[src/rtl/imem_loader_pkg.sv]
// ============================================================================
// Module      : imem_loader_pkg
// Description : Shared state encoding and boot constants for the imem loader.
// Revision    : 1.0 - initial release
// ============================================================================
`default_nettype none

package imem_loader_pkg;

    localparam logic [2:0] ST_IDLE = 3'd0;
    localparam logic [2:0] ST_HDR  = 3'd1;
    localparam logic [2:0] ST_DATA = 3'd2;
    localparam logic [2:0] ST_CSUM = 3'd3;
    localparam logic [2:0] ST_DONE = 3'd4;
    localparam logic [2:0] ST_ERR  = 3'd5;

    typedef enum logic [2:0] {
        S_IDLE = ST_IDLE,
        S_HDR  = ST_HDR,
        S_DATA = ST_DATA,
        S_CSUM = ST_CSUM,
        S_DONE = ST_DONE,
        S_ERR  = ST_ERR
    } loader_state_t;

    localparam logic [31:0] BOOT_BASE = 32'hBFC00000;
    localparam int          HDR_BYTES = 4;

    // Stream is consumed only while a frame is in flight.
    function automatic logic is_busy(input loader_state_t s);
        return (s == S_HDR) || (s == S_DATA) || (s == S_CSUM);
    endfunction

endpackage

`default_nettype wire

[src/rtl/imem_loader_if.sv]
// ============================================================================
// Module      : imem_loader_if
// Description : Boot stream handshake, memory write port and status flags.
// Revision    : 1.0 - initial release
// ============================================================================
`default_nettype none

interface imem_loader_if #(
    parameter int ADDRESS_WIDTH = 32,
    parameter int DATA_WIDTH    = 8
);
    logic                     start;
    logic                     in_valid;
    logic [DATA_WIDTH-1:0]    in_data;
    logic                     in_ready;
    logic                     we;
    logic [ADDRESS_WIDTH-1:0] wa;
    logic [DATA_WIDTH-1:0]    wd;
    logic                     busy;
    logic                     done;
    logic                     err;

    modport master (
        output start, in_valid, in_data,
        input  in_ready, we, wa, wd, busy, done, err
    );

    modport slave (
        input  start, in_valid, in_data,
        output in_ready, we, wa, wd, busy, done, err
    );
endinterface

`default_nettype wire

[src/rtl/imem_loader.sv]
// ============================================================================
// Module      : imem_loader
// Description : Loads a length-prefixed, XOR-checked byte frame into the
//               instruction memory starting at the boot base address.
// Revision    : 1.0 - initial release
// ============================================================================
`default_nettype none

module imem_loader
    import imem_loader_pkg::*;
#(
    parameter int          ADDRESS_WIDTH = 32,
    parameter int          DATA_WIDTH    = 8,
    parameter logic [31:0] BASE_ADDR     = BOOT_BASE,
    parameter int          MEM_BYTES     = 4096
) (
    input  wire logic      clk,
    input  wire logic      rst_n,
    imem_loader_if.slave   bus
);

    localparam logic [31:0] c_mem_bytes = 32'(MEM_BYTES);
    localparam logic [31:0] c_hdr_last  = 32'(HDR_BYTES - 1);

    loader_state_t            r_state;
    logic [31:0]              r_len;
    logic [31:0]              r_cnt;
    logic [DATA_WIDTH-1:0]    r_xor;
    logic                     r_we;
    logic [ADDRESS_WIDTH-1:0] r_wa;
    logic [DATA_WIDTH-1:0]    r_wd;
    logic                     r_done;
    logic                     r_err;

    logic                     w_ready;
    logic                     w_accept;
    logic [31:0]              w_len_next;
    logic [ADDRESS_WIDTH-1:0] w_wa;

    assign w_ready    = is_busy(r_state);
    assign w_accept   = bus.in_valid & w_ready;
    assign w_len_next = {r_len[31-DATA_WIDTH:0], bus.in_data};
    // Address arithmetic wraps at the write-port width.
    assign w_wa       = ADDRESS_WIDTH'(BASE_ADDR) + ADDRESS_WIDTH'(r_cnt);

    always_ff @(posedge clk) begin
        if (!rst_n) begin
            r_state <= S_IDLE;
            r_len   <= '0;
            r_cnt   <= '0;
            r_xor   <= '0;
            r_we    <= 1'b0;
            r_wa    <= '0;
            r_wd    <= '0;
            r_done  <= 1'b0;
            r_err   <= 1'b0;
        end else begin
            r_we <= 1'b0;
            case (r_state)
                S_IDLE: begin
                    r_len <= '0;
                    r_cnt <= '0;
                    r_xor <= '0;
                    if (bus.start) begin
                        r_state <= S_HDR;
                    end
                end
                S_HDR: begin
                    if (w_accept) begin
                        r_len <= w_len_next;
                        if (r_cnt == c_hdr_last) begin
                            r_cnt <= '0;
                            if (w_len_next == 32'd0) begin
                                r_state <= S_CSUM;
                            end else if ((w_len_next > c_mem_bytes) || (w_len_next[1:0] != 2'b00)) begin
                                r_state <= S_ERR;
                                r_err   <= 1'b1;
                            end else begin
                                r_state <= S_DATA;
                            end
                        end else begin
                            r_cnt <= r_cnt + 32'd1;
                        end
                    end
                end
                S_DATA: begin
                    if (w_accept) begin
                        r_we  <= 1'b1;
                        r_wa  <= w_wa;
                        r_wd  <= bus.in_data;
                        r_cnt <= r_cnt + 32'd1;
                        r_xor <= r_xor ^ bus.in_data;
                        if (r_cnt == r_len - 32'd1) begin
                            r_state <= S_CSUM;
                        end
                    end
                end
                S_CSUM: begin
                    if (w_accept) begin
                        if (bus.in_data == r_xor) begin
                            r_state <= S_DONE;
                            r_done  <= 1'b1;
                        end else begin
                            r_state <= S_ERR;
                            r_err   <= 1'b1;
                        end
                    end
                end
                S_DONE, S_ERR: begin
                    if (bus.start) begin
                        r_state <= S_HDR;
                        r_done  <= 1'b0;
                        r_err   <= 1'b0;
                        r_len   <= '0;
                        r_cnt   <= '0;
                        r_xor   <= '0;
                    end
                end
                default: begin
                    r_state <= S_IDLE;
                end
            endcase
        end
    end

    assign bus.in_ready = w_ready;
    assign bus.busy     = w_ready;
    assign bus.we       = r_we;
    assign bus.wa       = r_wa;
    assign bus.wd       = r_wd;
    assign bus.done     = r_done;
    assign bus.err      = r_err;

endmodule

`default_nettype wire

[src/flat_wrapper.sv]
// flat-port wrapper written by rule: the top's interface ports become plain ports
module imem_loader_flat import imem_loader_pkg::*;
#(
    parameter int          ADDRESS_WIDTH = 32,
    parameter int          DATA_WIDTH    = 8,
    parameter logic [31:0] BASE_ADDR     = BOOT_BASE,
    parameter int          MEM_BYTES     = 4096
)
  (clk, rst_n, bus_start, bus_in_valid, bus_in_data, bus_in_ready, bus_we, bus_wa, bus_wd, bus_busy, bus_done, bus_err);
  imem_loader_if #(.ADDRESS_WIDTH(ADDRESS_WIDTH), .DATA_WIDTH(DATA_WIDTH)) bus_i ();
  input  wire logic clk;
  input  wire logic rst_n;
  input wire logic [$bits(bus_i.start)-1:0] bus_start;
  input wire logic [$bits(bus_i.in_valid)-1:0] bus_in_valid;
  input wire logic [$bits(bus_i.in_data)-1:0] bus_in_data;
  output wire logic [$bits(bus_i.in_ready)-1:0] bus_in_ready;
  output wire logic [$bits(bus_i.we)-1:0] bus_we;
  output wire logic [$bits(bus_i.wa)-1:0] bus_wa;
  output wire logic [$bits(bus_i.wd)-1:0] bus_wd;
  output wire logic [$bits(bus_i.busy)-1:0] bus_busy;
  output wire logic [$bits(bus_i.done)-1:0] bus_done;
  output wire logic [$bits(bus_i.err)-1:0] bus_err;
  assign bus_i.start = bus_start;
  assign bus_i.in_valid = bus_in_valid;
  assign bus_i.in_data = bus_in_data;
  assign bus_in_ready = bus_i.in_ready;
  assign bus_we = bus_i.we;
  assign bus_wa = bus_i.wa;
  assign bus_wd = bus_i.wd;
  assign bus_busy = bus_i.busy;
  assign bus_done = bus_i.done;
  assign bus_err = bus_i.err;
  imem_loader #(.ADDRESS_WIDTH(ADDRESS_WIDTH), .DATA_WIDTH(DATA_WIDTH), .BASE_ADDR(BASE_ADDR), .MEM_BYTES(MEM_BYTES)) u_core (.clk(clk), .rst_n(rst_n), .bus(bus_i));
endmodule
[config.mk]
export PLATFORM = sky130hd
export DESIGN_NAME = imem_loader_flat
export DESIGN_NICKNAME = d
export VERILOG_FILES = /design/src/rtl/imem_loader_pkg.sv /design/src/rtl/imem_loader_if.sv /design/src/rtl/imem_loader.sv /design/src/flat_wrapper.sv
export SDC_FILE = /design/constraint.sdc
export NUM_CORES = 1
export LEC_CHECK = 0
export ABC_CLOCK_PERIOD_IN_PS = 6100
export BUFFER_PORTS_ARGS = -buffer_cell sky130_fd_sc_hd__buf_2
export CORE_UTILIZATION = 35
export CTS_CLUSTER_DIAMETER = 80
export DETAILED_ROUTE_END_ITERATION = 8
export PLACE_DENSITY = 0.51
export SYNTH_ARGS = -nofsm -noshare
export SYNTH_HDL_FRONTEND = slang
export SYNTH_SLANG_ARGS = --single-unit
[constraint.sdc]
create_clock -name clk -period 6.1 [get_ports clk]
set_input_delay 1.525 -clock clk [delete_from_list [all_inputs] [get_ports clk]]
set_output_delay 1.525 -clock clk [all_outputs]
set_load 0.02 [all_outputs]
# ---- Yosys cells after proc, flatten, opt, wreduce, memory -nomap -nowiden
# Cells that the tools add are included.
dict set report totals {
  register_bits 118
}
dict set report classes {
  n_addsub 3
  magnitude_cmp 1
  eq_ne 19
  mux 32
  bitwise_logic 2
  reduce_logical 21
}
# cell n
set ops {}
lappend ops {{$mux 32} 5}
lappend ops {{$pmux 32 s4} 1}
lappend ops {{$pmux 32 s3} 1}
lappend ops {{$add 32x1->32 const B} 1}
lappend ops {{$add 32x32->32 const A} 1}
lappend ops {{$eq 32x2->1 const B} 1}
lappend ops {{$eq 32x32->1} 1}
lappend ops {{$gt 32x13->1 const B} 1}
lappend ops {{$logic_not 32->1} 1}
lappend ops {{$sub 32x1->32 const B} 1}
lappend ops {{$mux 3} 8}
lappend ops {{$pmux 8 s3} 1}
lappend ops {{$mux 8} 2}
lappend ops {{$ne 2x2->1 const B} 7}
lappend ops {{$pmux 3 s4} 1}
lappend ops {{$mux 1} 11}
lappend ops {{$reduce_bool 3->1} 3}
lappend ops {{$eq 8x8->1} 1}
lappend ops {{$ne 2x1->1 const B} 4}
lappend ops {{$reduce_and 4->1} 2}
lappend ops {{$reduce_and 8->1} 1}
lappend ops {{$xor 8x8->8} 1}
lappend ops {{$eq 3x2->1 const B} 2}
lappend ops {{$eq 3x3->1 const B} 2}
lappend ops {{13 further kinds} 18}

# ---- Logic depth before layout (Yosys ltp)
dict set report logic_depth {
  depth_word 7
  mapped_depth 10
  ltp_nobuf 9
}

# ---- Worst setup path before layout
# No wires, ideal clock.
dict set report synth_timing {
  kind {input -> register}
  from {input bus_in_valid}
  to {register u_core.r_cnt[0]}
  arrival_time_ns 3.109
  setup_slack_ns 2.864
  path_stages 7
  n_path_buf 1
  cell_sequence {inv_1 maj3_1 o22ai_1 nand2_1 o21ai_1 clkbuf_1 nor2_1}
}
dict set report synth_between {
  elab_chain_len 3
  elab_cells_between_ends 4
  classes_between {eq/ne (2); bitwise (1); reduce/logical (1)}
}
# element line_no
set synth_rtl {}
lappend synth_rtl {{start: declaration} flat_wrapper.sv:14} ;# input wire logic [$bits(bus_i.in_valid)-1:0] bus_in_valid;
lappend synth_rtl {{$and 1x1->1 *} imem_loader.sv:41} ;# assign w_accept = bus.in_valid & w_ready;
lappend synth_rtl {{$ne 2x1->1 (no line)} n/a}
lappend synth_rtl {{$reduce_and 4->1 (no line) *} n/a}
lappend synth_rtl {{end signal: assignment} imem_loader.sv:82} ;# r_cnt <= r_cnt + 32'd1;
lappend synth_rtl {{end signal: assignment} imem_loader.sv:91} ;# r_cnt <= r_cnt + 32'd1;
lappend synth_rtl {{end: declaration} imem_loader.sv:27} ;# logic [31:0] r_cnt;
# Mark *: on every way between the ends. The rest lies on a longest branch, timed or not.
# A chain may end at the register's enable or synchronous reset.

# ---- Worst setup path in the final report
dict set report layout_timing {
  from {input bus_in_valid}
  to {register u_core.r_cnt[31]}
}
# The elaborated chain is that of the path after synthesis.

==> results.json <==
{
  "status": "finished clean",
  "crit_chain": "buf_2 -> inv_1 -> maj3_1 -> o22ai_1 -> nand2_1 -> o21ai_2 -> buf_4 -> nor2_1",
  "avgSynthCellArea_um2": 8.11,
  "htreeDepth": 4,
  "clk_path_buf_depth": 2,
  "arrival_ps": 4220,
  "dr_wl_met2_mm": 7.40,
  "cts_resized": 0,
  "wl_per_cell_um": 16.6,
  "die_w_um": 135,
  "drc_errors": 0,
  "cts_buffers": 17,
  "cp.buffers_inverters": 3,
  "worstReg2RegStart": "u_core.r_len[5]$_SDFFE_PN0P_",
  "hp-class": "reg2reg",
  "slowest_stage": "nand2_1",
  "drive_above_1_share_pct": 12.6,
  "clock-sinks": 118,
  "async_reset_ff_share_pct": 0,
  "clockRootBuffer": "clkbuf_16",
  "yosys-top-cells-area": "dfxtp_1 (38%), xnor2_1 (7.6%), nor2_1 (6.0%)",
  "grt_overflow": 0,
  "synth_edf_count": 0,
  "antenna_found_initial": 0,
  "start_kind": "input pin",
  "viasPerCell": 5.32,
  "final_cells": 1020,
  "port-buffer-count": 56,
  "die_y_um": 135,
  "fin_util_pct": 41.4,
  "wl_met1_mm": 8.52,
  "yosys_warnings": 0,
  "finalWirelength_mm": 16.9,
  "r2r_slack_ps": 2910,
  "pwr_density_cell_mw_per_mm2": 333,
  "nets": 801,
  "synth_ff_type": "dfxtp_1",
  "start_util_pct": 35.7,
  "endpoint": "u_core.r_cnt[31]$_SDFFE_PN0P_",
  "synth.cell_area_mm2": 0.00618,
  "grt_max_degree": 50,
  "synth_cells": 762,
  "max_freq_mhz": 255,
  "numPlacedInstances": 989,
  "synth_top_area_share_pct": 38.2,
  "grt_pass1_vias": 5133,
  "leakagePower_nw": 2.76,
  "crit_family": "simple AND/OR/NAND/NOR gates",
  "finalHoldViolations": 0,
  "cts_setup_buffers": 0,
  "post-route-min-period_ps": 3930,
  "rows": 48,
  "slew_headroom_pct": 19.0,
  "synth.net_count": 780,
  "rsz0062_at_grt": "false",
  "insertion_delay_ps": 420,
  "cp_num_cells": 8,
  "critical_path.max_fanout": 33,
  "dr.pass1.iters": 5,
  "yosysUniqueCellTypes": 58,
  "crit_required_ps": 6390,
  "synth-seq-cells": 118,
  "ios": 57,
  "max-cap-violations": 0,
  "wl_met3_um": 576,
  "reg2regPathDepth": 7,
  "slowest_delay_ps": 830,
  "top_layer_used": "met4",
  "tritoncts": "built",
  "dp_hpwl_mm": 11.9,
  "setup_violations": 0,
  "fin_total_pwr_mw": 2.38,
  "grt_usage_pct": 19.5,
  "area_growth_pct": 15.7,
  "slew_viol_final": 0,
  "r2r_end": "u_core.r_state[0]$_SDFFE_PN0P_",
  "diodes": 0,
  "initialDrtViolationCount": 321,
  "period_share_pct": 64.4,
  "cp-end-kind": "register",
  "routabilityCongestion": 0.844,
  "post-synth-top-area-cell": "dfxtp_1",
  "num_vias": 5426,
  "hold_buffers": 0,
  "dieArea_mm2": 0.0182,
  "criticalPathCategory": "in2reg",
  "cts.reportedPaths.clkPinSlew_ps": 50,
  "final_common_cell": "dfxtp_1",
  "seq_area_frac_synth_pct": 38.2,
  "grt_pass1_wl_mm": 27.5,
  "setup.worst_path.start": "bus_in_valid",
  "fin_skew_ps": 6.38,
  "core_region_area_mm2": 0.0173,
  "postRouteAntennaNets": 0,
  "ir_worst_vdd_mv": 0.201,
  "tns_ps": 0,
  "worstMarginPinSlew_ps": 1210,
  "final_cell_mix": "dfxtp_1 (118), nor2_1 (98), nand2_1 (94)"
}
sequential cells by signal, indices dropped and copies added, names as in the netlist:
register and count:
u_core.r_cnt 32, u_core.bus.we 1, u_core.r_xor 8, u_core.bus.wa 32, u_core.bus.err 1, u_core.bus.wd 8, u_core.r_state 3, u_core.bus.done 1
u_core.r_len 32
area by class of cell:
cell class                      instances  area, µm²
Clock buffer                           23        468
Clock inverter                          8        124
Fill cell                            1770      10100
Inverter                               14       52.6
Multi-Input combinational cell        572       3560
Sequential cell                       118       2360
Tap cell                              225        282
Timing Repair Buffer                   60        310
worst min-delay path by stage:
stage | depth (start not counted) | endpoint | startpoint | slack, ps
detailed placement | 2 | u_core.bus.wa[31]$_SDFFE_PN0P_ | u_core.bus.wa[31]$_SDFFE_PN0P_ | 450
floorplan | 2 | u_core.r_xor[1]$_SDFFE_PN0P_ | u_core.r_xor[1]$_SDFFE_PN0P_ | 470
global route | 2 | u_core.bus.wa[30]$_SDFFE_PN0P_ | u_core.bus.wa[30]$_SDFFE_PN0P_ | 480
global placement | 2 | u_core.bus.wa[31]$_SDFFE_PN0P_ | u_core.bus.wa[31]$_SDFFE_PN0P_ | 440
CTS | 2 | u_core.bus.wa[31]$_SDFFE_PN0P_ | u_core.bus.wa[31]$_SDFFE_PN0P_ | 460
finish | 2 | u_core.bus.wa[31]$_SDFFE_PN0P_ | u_core.bus.wa[31]$_SDFFE_PN0P_ | 450
cells by family (layout without fill, tap and decap cells):
family,Yosys count,after routing,share of synthesized area [%]
adders and majority gates,7,7,1.38
buffers and inverters,72,105,4.51
AOI/OAI and AO/OA,135,135,16.2
DFF,118,118,38.2
and+or+nand+nor,342,342,27.1
xor gates and xnor gates,83,83,11.8
muxes,5,5,0.830
metrics by stage:
stage / cell area [µm²] / worst slack [ps] / hold slack, ps
4_1_cts: 7160 / 2220 / 455
3_3_place_gp: 6570 / 1910 / 441
3_5_place_dp: 6570 / 1790 / 448
6_report: 7160 / 2170 / 448
5_1_grt: 7160 / 1960 / 480
2_1_floorplan: 6180 / 2860 / 472
synth_stat cells (all sizes together) (11+ instances only):
library cell and n:
dfxtp 118, inv 14, xnor2 54, nand2 94
clkbuf 51, nor3 29, a22oi 32, xor2 29
a21boi 29, nand4 17, o21ai 20, nor4 20
nand3 11, a21oi 11, nor2 99
routing by layer:
| metal | up-vias | global-route usage [%] |
|---|---|---|
| met5 | - | 0 |
| met4 | 0 | 7.68 |
| met3 | 24 | 4.05 |
| met2 | 111 | 29.2 |
| met1 | 2588 | 27.3 |
| li1 | 2703 | - |
worst reg2reg max path: stages, from the launching register on:
cell     delay [ps]
dfxtp_1         410
or3_4           480
or4_1           790
nor3_1          370
mux2_2          370
a32oi_1         260
and4_1          300
o211a_1         160
report_power, final:
group / switching (mW) / internal, mW
clock: 0.356 / 0.660
combinational: 0.332 / 0.201
sequential: 0.0402 / 0.795
Note: power is estimated with default switching activity, not from simulation.
